`src/rtl/aes_bist_ctrl_if.sv`:
```
// Control/status bundle between the AES BIST sequencer, the system/debug
// controller, the TPG/MISR pair and the datapath bist_mode mux.
interface aes_bist_ctrl_if #(
  parameter int WIDTH = 8,
  parameter int CNT_W = 16
);
  logic             start;
  logic             abort;
  logic [WIDTH-1:0] golden_sig;
  logic [WIDTH-1:0] misr_sig;
  logic             misr_rst;
  logic             misr_en;
  logic             tpg_rst;
  logic             tpg_en;
  logic             bist_mode;
  logic             busy;
  logic             done;
  logic             pass;
  logic             fail;
  logic [CNT_W-1:0] phase_cnt;

  // Environment side: controller requests plus signature sources.
  modport master (
    output start, abort, golden_sig, misr_sig,
    input  misr_rst, misr_en, tpg_rst, tpg_en, bist_mode,
    input  busy, done, pass, fail, phase_cnt
  );

  // Sequencer side.
  modport slave (
    input  start, abort, golden_sig, misr_sig,
    output misr_rst, misr_en, tpg_rst, tpg_en, bist_mode,
    output busy, done, pass, fail, phase_cnt
  );
endinterface

```
`src/rtl/aes_bist_ctrl.sv`:
```
// BIST sequencer for the 8-bit AES datapath: INIT, WARMUP, RUN, FLUSH and
// COMPARE phases, then a one-cycle DONE pulse with a sticky pass/fail result.
module aes_bist_ctrl #(
  parameter int WIDTH         = 8,
  parameter int NUM_PATTERNS  = 256,
  parameter int WARMUP_CYCLES = 17,
  parameter int SETTLE_CYCLES = 2,
  parameter int CNT_W         = 16
) (
  input  logic           clk,
  input  logic           rst,
  aes_bist_ctrl_if.slave bus
);

  localparam int MAX_LEN_WS = (WARMUP_CYCLES > SETTLE_CYCLES) ? WARMUP_CYCLES : SETTLE_CYCLES;
  localparam int MAX_LEN    = (NUM_PATTERNS > MAX_LEN_WS) ? NUM_PATTERNS : MAX_LEN_WS;

  generate
    if (NUM_PATTERNS < 1) begin : g_bad_num_patterns
      $error("aes_bist_ctrl: NUM_PATTERNS must be at least 1");
    end
    if ((MAX_LEN >> CNT_W) != 0) begin : g_bad_cnt_w
      $error("aes_bist_ctrl: CNT_W too narrow for the longest phase");
    end
    if (WARMUP_CYCLES < 0 || SETTLE_CYCLES < 0) begin : g_bad_len
      $error("aes_bist_ctrl: phase lengths must not be negative");
    end
  endgenerate

  // Terminal counts; a zero-length phase is never entered, so its value is unused.
  localparam logic [CNT_W-1:0] WARM_LAST  = CNT_W'(WARMUP_CYCLES > 0 ? WARMUP_CYCLES - 1 : 0);
  localparam logic [CNT_W-1:0] RUN_LAST   = CNT_W'(NUM_PATTERNS - 1);
  localparam logic [CNT_W-1:0] FLUSH_LAST = CNT_W'(SETTLE_CYCLES > 0 ? SETTLE_CYCLES - 1 : 0);
  localparam logic [CNT_W-1:0] CNT_ONE    = CNT_W'(1);

  typedef enum logic [2:0] {
    S_IDLE,
    S_INIT,
    S_WARMUP,
    S_RUN,
    S_FLUSH,
    S_COMPARE,
    S_DONE
  } state_t;

  typedef struct packed {
    logic misr_rst;
    logic misr_en;
    logic tpg_rst;
    logic tpg_en;
    logic bist_mode;
    logic busy;
    logic done;
    logic pass;
    logic fail;
  } outs_t;

  state_t           state, state_d;
  logic [CNT_W-1:0] cnt, cnt_d;
  outs_t            outs_q, outs_d;
  logic [WIDTH-1:0] misr_s, golden_s;
  logic             match;
  logic             aborting;
  logic             accepting;

  assign misr_s   = bus.misr_sig;
  assign golden_s = bus.golden_sig;
  assign match    = (misr_s == golden_s);

  // abort is honoured only while a test is actually in flight.
  assign aborting  = bus.abort && (state != S_IDLE) && (state != S_DONE);
  assign accepting = (state == S_IDLE) && bus.start && !bus.abort;

  // NOTE: every signal written in an always_comb gets a default first, so no
  // path leaves it unassigned and no latch is inferred.
  always_comb begin
    state_d = state;
    case (state)
      S_IDLE:    if (accepting) state_d = S_INIT;
      S_INIT:    state_d = (WARMUP_CYCLES > 0) ? S_WARMUP : S_RUN;
      S_WARMUP:  if (cnt == WARM_LAST) state_d = S_RUN;
      S_RUN:     if (cnt == RUN_LAST) state_d = (SETTLE_CYCLES > 0) ? S_FLUSH : S_COMPARE;
      S_FLUSH:   if (cnt == FLUSH_LAST) state_d = S_COMPARE;
      S_COMPARE: state_d = S_DONE;
      S_DONE:    state_d = S_IDLE;
      default:   state_d = S_IDLE;
    endcase
    if (aborting) state_d = S_IDLE;
  end

  // Counter restarts at 0 on entry to a counted phase and reads 0 elsewhere.
  always_comb begin
    cnt_d = '0;
    if ((state_d == state) &&
        (state_d == S_WARMUP || state_d == S_RUN || state_d == S_FLUSH)) begin
      cnt_d = cnt + CNT_ONE;
    end
  end

  // Moore outputs decoded from the next state so they register alongside it.
  always_comb begin
    outs_d      = '0;
    outs_d.pass = outs_q.pass;
    outs_d.fail = outs_q.fail;
    case (state_d)
      S_INIT: begin
        outs_d.misr_rst  = 1'b1;
        outs_d.tpg_rst   = 1'b1;
        outs_d.bist_mode = 1'b1;
        outs_d.busy      = 1'b1;
      end
      S_WARMUP, S_RUN: begin
        outs_d.tpg_en    = 1'b1;
        outs_d.misr_en   = 1'b1;
        outs_d.bist_mode = 1'b1;
        outs_d.busy      = 1'b1;
      end
      S_FLUSH: begin
        outs_d.misr_en   = 1'b1;
        outs_d.bist_mode = 1'b1;
        outs_d.busy      = 1'b1;
      end
      S_COMPARE: begin
        outs_d.bist_mode = 1'b1;
        outs_d.busy      = 1'b1;
      end
      S_DONE:  outs_d.done = 1'b1;
      default: ;
    endcase

    if (accepting || aborting) begin
      outs_d.pass = 1'b0;
      outs_d.fail = 1'b0;
    end else if (state == S_COMPARE) begin
      outs_d.pass = match;
      outs_d.fail = !match;
    end
  end

  // NOTE: sequential state uses non-blocking assignments so every register
  // samples pre-edge values regardless of statement order.
  always_ff @(posedge clk) begin
    // NOTE: reset is synchronous and active-high, matching the rest of this
    // clock domain; it is sampled only on the rising edge.
    if (rst) begin
      state  <= S_IDLE;
      cnt    <= '0;
      outs_q <= '0;
    end else begin
      state  <= state_d;
      cnt    <= cnt_d;
      outs_q <= outs_d;
    end
  end

  assign bus.misr_rst  = outs_q.misr_rst;
  assign bus.misr_en   = outs_q.misr_en;
  assign bus.tpg_rst   = outs_q.tpg_rst;
  assign bus.tpg_en    = outs_q.tpg_en;
  assign bus.bist_mode = outs_q.bist_mode;
  assign bus.busy      = outs_q.busy;
  assign bus.done      = outs_q.done;
  assign bus.pass      = outs_q.pass;
  assign bus.fail      = outs_q.fail;
  assign bus.phase_cnt = cnt;

endmodule

```
`src/flat_wrapper.sv`:
```
// flat-port wrapper written by rule: the top's interface ports become plain ports
module aes_bist_ctrl_flat 
#(
  parameter int WIDTH         = 8,
  parameter int NUM_PATTERNS  = 256,
  parameter int WARMUP_CYCLES = 17,
  parameter int SETTLE_CYCLES = 2,
  parameter int CNT_W         = 16
)
  (clk, rst, bus_start, bus_abort, bus_golden_sig, bus_misr_sig, bus_misr_rst, bus_misr_en, bus_tpg_rst, bus_tpg_en, bus_bist_mode, bus_busy, bus_done, bus_pass, bus_fail, bus_phase_cnt);
  aes_bist_ctrl_if #(.WIDTH(WIDTH), .CNT_W(CNT_W)) bus_i ();
  input  logic clk;
  input  logic rst;
  input wire logic [$bits(bus_i.start)-1:0] bus_start;
  input wire logic [$bits(bus_i.abort)-1:0] bus_abort;
  input wire logic [$bits(bus_i.golden_sig)-1:0] bus_golden_sig;
  input wire logic [$bits(bus_i.misr_sig)-1:0] bus_misr_sig;
  output wire logic [$bits(bus_i.misr_rst)-1:0] bus_misr_rst;
  output wire logic [$bits(bus_i.misr_en)-1:0] bus_misr_en;
  output wire logic [$bits(bus_i.tpg_rst)-1:0] bus_tpg_rst;
  output wire logic [$bits(bus_i.tpg_en)-1:0] bus_tpg_en;
  output wire logic [$bits(bus_i.bist_mode)-1:0] bus_bist_mode;
  output wire logic [$bits(bus_i.busy)-1:0] bus_busy;
  output wire logic [$bits(bus_i.done)-1:0] bus_done;
  output wire logic [$bits(bus_i.pass)-1:0] bus_pass;
  output wire logic [$bits(bus_i.fail)-1:0] bus_fail;
  output wire logic [$bits(bus_i.phase_cnt)-1:0] bus_phase_cnt;
  assign bus_i.start = bus_start;
  assign bus_i.abort = bus_abort;
  assign bus_i.golden_sig = bus_golden_sig;
  assign bus_i.misr_sig = bus_misr_sig;
  assign bus_misr_rst = bus_i.misr_rst;
  assign bus_misr_en = bus_i.misr_en;
  assign bus_tpg_rst = bus_i.tpg_rst;
  assign bus_tpg_en = bus_i.tpg_en;
  assign bus_bist_mode = bus_i.bist_mode;
  assign bus_busy = bus_i.busy;
  assign bus_done = bus_i.done;
  assign bus_pass = bus_i.pass;
  assign bus_fail = bus_i.fail;
  assign bus_phase_cnt = bus_i.phase_cnt;
  aes_bist_ctrl #(.WIDTH(WIDTH), .NUM_PATTERNS(NUM_PATTERNS), .WARMUP_CYCLES(WARMUP_CYCLES), .SETTLE_CYCLES(SETTLE_CYCLES), .CNT_W(CNT_W)) u_core (.clk(clk), .rst(rst), .bus(bus_i));
endmodule
```
`config.mk`:
```
export PLATFORM = sky130hd
export DESIGN_NAME = aes_bist_ctrl_flat
export DESIGN_NICKNAME = d
export VERILOG_FILES = /design/src/rtl/aes_bist_ctrl_if.sv /design/src/rtl/aes_bist_ctrl.sv /design/src/flat_wrapper.sv
export SDC_FILE = /design/constraint.sdc
export NUM_CORES = 1
export LEC_CHECK = 0
export CAP_MARGIN = 25
export CORE_AREA = 8 8 58 70
export DETAILED_ROUTE_END_ITERATION = 8
export DIE_AREA = 0 0 66 78
export GPL_TIMING_DRIVEN = 0
export PLACE_DENSITY = 0.8
export SLEW_MARGIN = 25
export SYNTH_ARGS = -nofsm -noshare
export SYNTH_HDL_FRONTEND = slang
export SYNTH_SLANG_ARGS = --single-unit
```
`constraint.sdc`:
```
create_clock -name clk -period 5.1 [get_ports clk]
set_clock_uncertainty 0.15 [all_clocks]
set_input_delay 0.765 -clock clk [delete_from_list [all_inputs] [get_ports clk]]
set_output_delay 0.765 -clock clk [all_outputs]
set_load 0.05 [all_outputs]
```
==> impl_metrics.toml <==
[status]
status = "finished clean"

[synthesis]
ys_types = 34
ys_warn_count = 0
ys_seq_area_share_pct = 38.6
avgSynthCellArea_um2 = 8.59
synthesis.nets = 180
syn_area_um2 = 1350
ys_ff_latch = 26
netlist_instances = 157

[hold_path]
worst_hold_path_type = "flop to flop"
holdCritStartpoint = "u_core.bus.pass"

[critical_path]
crit_fanout = 8
startpoint_type = "flop"
crit_type = "flop to output pin"
worstSetupEndpoint = "bus_phase_cnt[4]"
reg2reg_to = "u_core.bus.phase_cnt[3]"
crit_slowest_cell = "clkdlybuf4s50_1"
crit_buf_inv = 1
critical_path_depth = 1
required_ps = 4180
critPathArrivalTime_ps = 1660
cpLargestDelayFamily = "buffers and inverters"
critical_path.max_stage_delay_ps = 860
r2r_start = "u_core.bus.phase_cnt[0]"
regToRegSetupSlack_ps = 3000
path_cells = "clkdlybuf4s50_1"
rr_worst_depth = 8
end_kind = "output pin"
crit_start = "u_core.bus.phase_cnt[4]"

[place]
dp_slack_ps = 2610
place_congestion = 0.984
dp_cells = 236
post-dp-hpwl_um = 2620
port-buffer-count = 43
placed_cell_area_um2 = 1820

[grt]
grt_first_pass_wirelength_um = 5310
overflow = 0
grt_pass1_vias = 1238
antenna_found_initial = 0
grtUsageTotal_pct = 12.3
grt_max_degree = 14

[clock_tree]
hold_buffers = 0
post_cts_buffers = 0
max-clock-path-buffers = 2
cts.repair.resized = 0
ctsHtreeMaxLevel = 1
root_buffer = "clkbuf_4"
tritoncts = "yes"
numClockSinks = 26
cts_buffers = 3
insertion_delay_ps = 310
clk_pin_slew_ps = 130

[cells_and_area]
final_nets = 228
final_cells = 239
diodes = 0
design_area_um2 = 1850
area.growth.synth_to_final_pct = 36.9
drive_gt1_share_pct = 6.90

[die]
num_io_pins = 45
dieArea_um2 = 5150
die_w_um = 66
core_area_um2 = 2970
num_rows = 22
die_h_um = 78
floorplan.initialDensity_pct = 45.4

[drt]
drcViolationCount = 0
drt_wl_total_um = 3250
vias = 1280
wl_per_cell_um = 13.6
drtIter0Drc = 41
vias_per_cell = 5.36
ant_nets = 0
dr.pass1.iters = 4

[timing]
worstMarginPinSlew_ps = 529
setup_slack_ps = 2530
fin_crit_ps = 2570
totalNegativeSetupSlack_ps = 0
rsz0062_at_grt = "no"
setup_viol = 0
slew_viol_final = 0
max_freq_mhz = 388
min_period_over_period_pct = 50.5
slew_headroom_pct = 64.7
hold_violations = 0

[power]
vdd_drop_max_mv = 0.116
p_leak_nw = 0.620
power_density_nw_per_um2 = 185
total_power_uw = 342

[flow_run]
drv_cap = 0
## worst min-delay path by stage
| stage | depth (start not counted) | to | slack [ps] |
|---|---|---|---|
| 6_report | 2 | u_core.bus.pass | 340 |
| 5_1_grt | 2 | u_core.bus.pass | 350 |
| 4_1_cts | 2 | u_core.bus.pass | 340 |
| 3_5_place_dp | 2 | u_core.bus.pass | 320 |
| 3_3_place_gp | 2 | u_core.bus.pass | 290 |
| 2_1_floorplan | 3 | u_core.state[1] | 480 |
## report_power, final
group	internal (mW)	switching, mW
combinational	0.0264	0.0237
sequential	0.205	0.000923
clock	0.0277	0.0582
## flip-flops by register name (all words and copies together) (netlist names)
signal                cells
u_core.bus.misr_rst       1
u_core.bus.busy           1
u_core.bus.phase_cnt     16
u_core.bus.fail           1
u_core.bus.pass           1
u_core.bus.done           1
u_core.bus.misr_en        1
u_core.bus.tpg_en         1
u_core.state              3
## cell type report
class                   count  area, um2
plain buffers               8       51.3
well taps                  36       45.0
fillers                   263       1130
inverters                   5       18.8
flip-flops and latches     26        520
clock buffers               3       22.5
repair buffers             43        430
multi-input cells         118        758
## cells in the mapped netlist, drive strengths merged
cell type  instances  area (um2)
nor2              28         105
nor4               4        25.0
or2                2        12.5
a22oi              1        12.5
nand2              8        30.0
ha                 3        37.5
nand4              7        43.8
dfxtp             26         521
clkbuf             2        7.51
nor4bb             2        20.0
xor2               7        61.3
a2bb2oi            1        8.76
mux2i              1        10.0
o32a               1        22.5
and3               1        6.26
or3                1        6.26
nand3              7        35.0
o211ai             1        7.51
xnor2             16         140
nor2b              5        31.3
buf                6        43.8
o221ai             1        8.76
inv                5        18.8
nor4b              1        15.0
nor3b              3        22.5
and4               2        17.5
o21ai              4        20.0
nor3               4        20.0
o21a               1        7.51
o22ai              1        6.26
a21oi              5        25.0
## metrics by stage
step | hold WS [ps] | util [%]
after global routing | 351 | 62.1
after detailed placement | 316 | 61.4
after CTS | 339 | 62.1
final | 339 | 62.1
after global placement | 293 | 61.4
after floorplan | 478 | -
## cells in the final DEF (no fill, tap or decap), types with 2 or more instances in the layout
cell type and count:
and4_1 2, nor2b_1 5, clkbuf_1 2, o21ai_0 2, ha_1 3, dfxtp_1 26, nand3_1 7, a21oi_1 5
nor3b_1 3, nor4bb_1 2, clkdlybuf4s50_1 43, or2_2 2, o21ai_1 2, nand4_1 7, nor2_1 28, nand2_1 8
buf_4 3, clkbuf_4 3, inv_1 5, nor4_1 4, nor3_1 4, xor2_1 7, xnor2_1 16, buf_2 2
## kinds of logic (layout without fill, tap and decap cells)
kind of cell	after synthesis	in the layout	synth area share, %
buffers and inverters	13	59	5.20
adders and majority gates	3	3	2.78
muxes	1	1	0.742
xor gates and xnor gates	23	23	14.9
AOI/OAI and AO/OA	16	16	8.81
DFF	26	26	38.6
and+or+nand+nor	75	75	28.9
## layer usage
layer | track usage [%] | part of all wire [%] | vias up
li1 | - | - | 634
met1 | 13.3 | 41 | 585
met2 | 22.1 | 50 | 55
met3 | 2.87 | 7.8 | 6
met4 | 5.14 | 2.0 | 0
met5 | 0 | 0 | -
(Power assumes the default switching activity.)
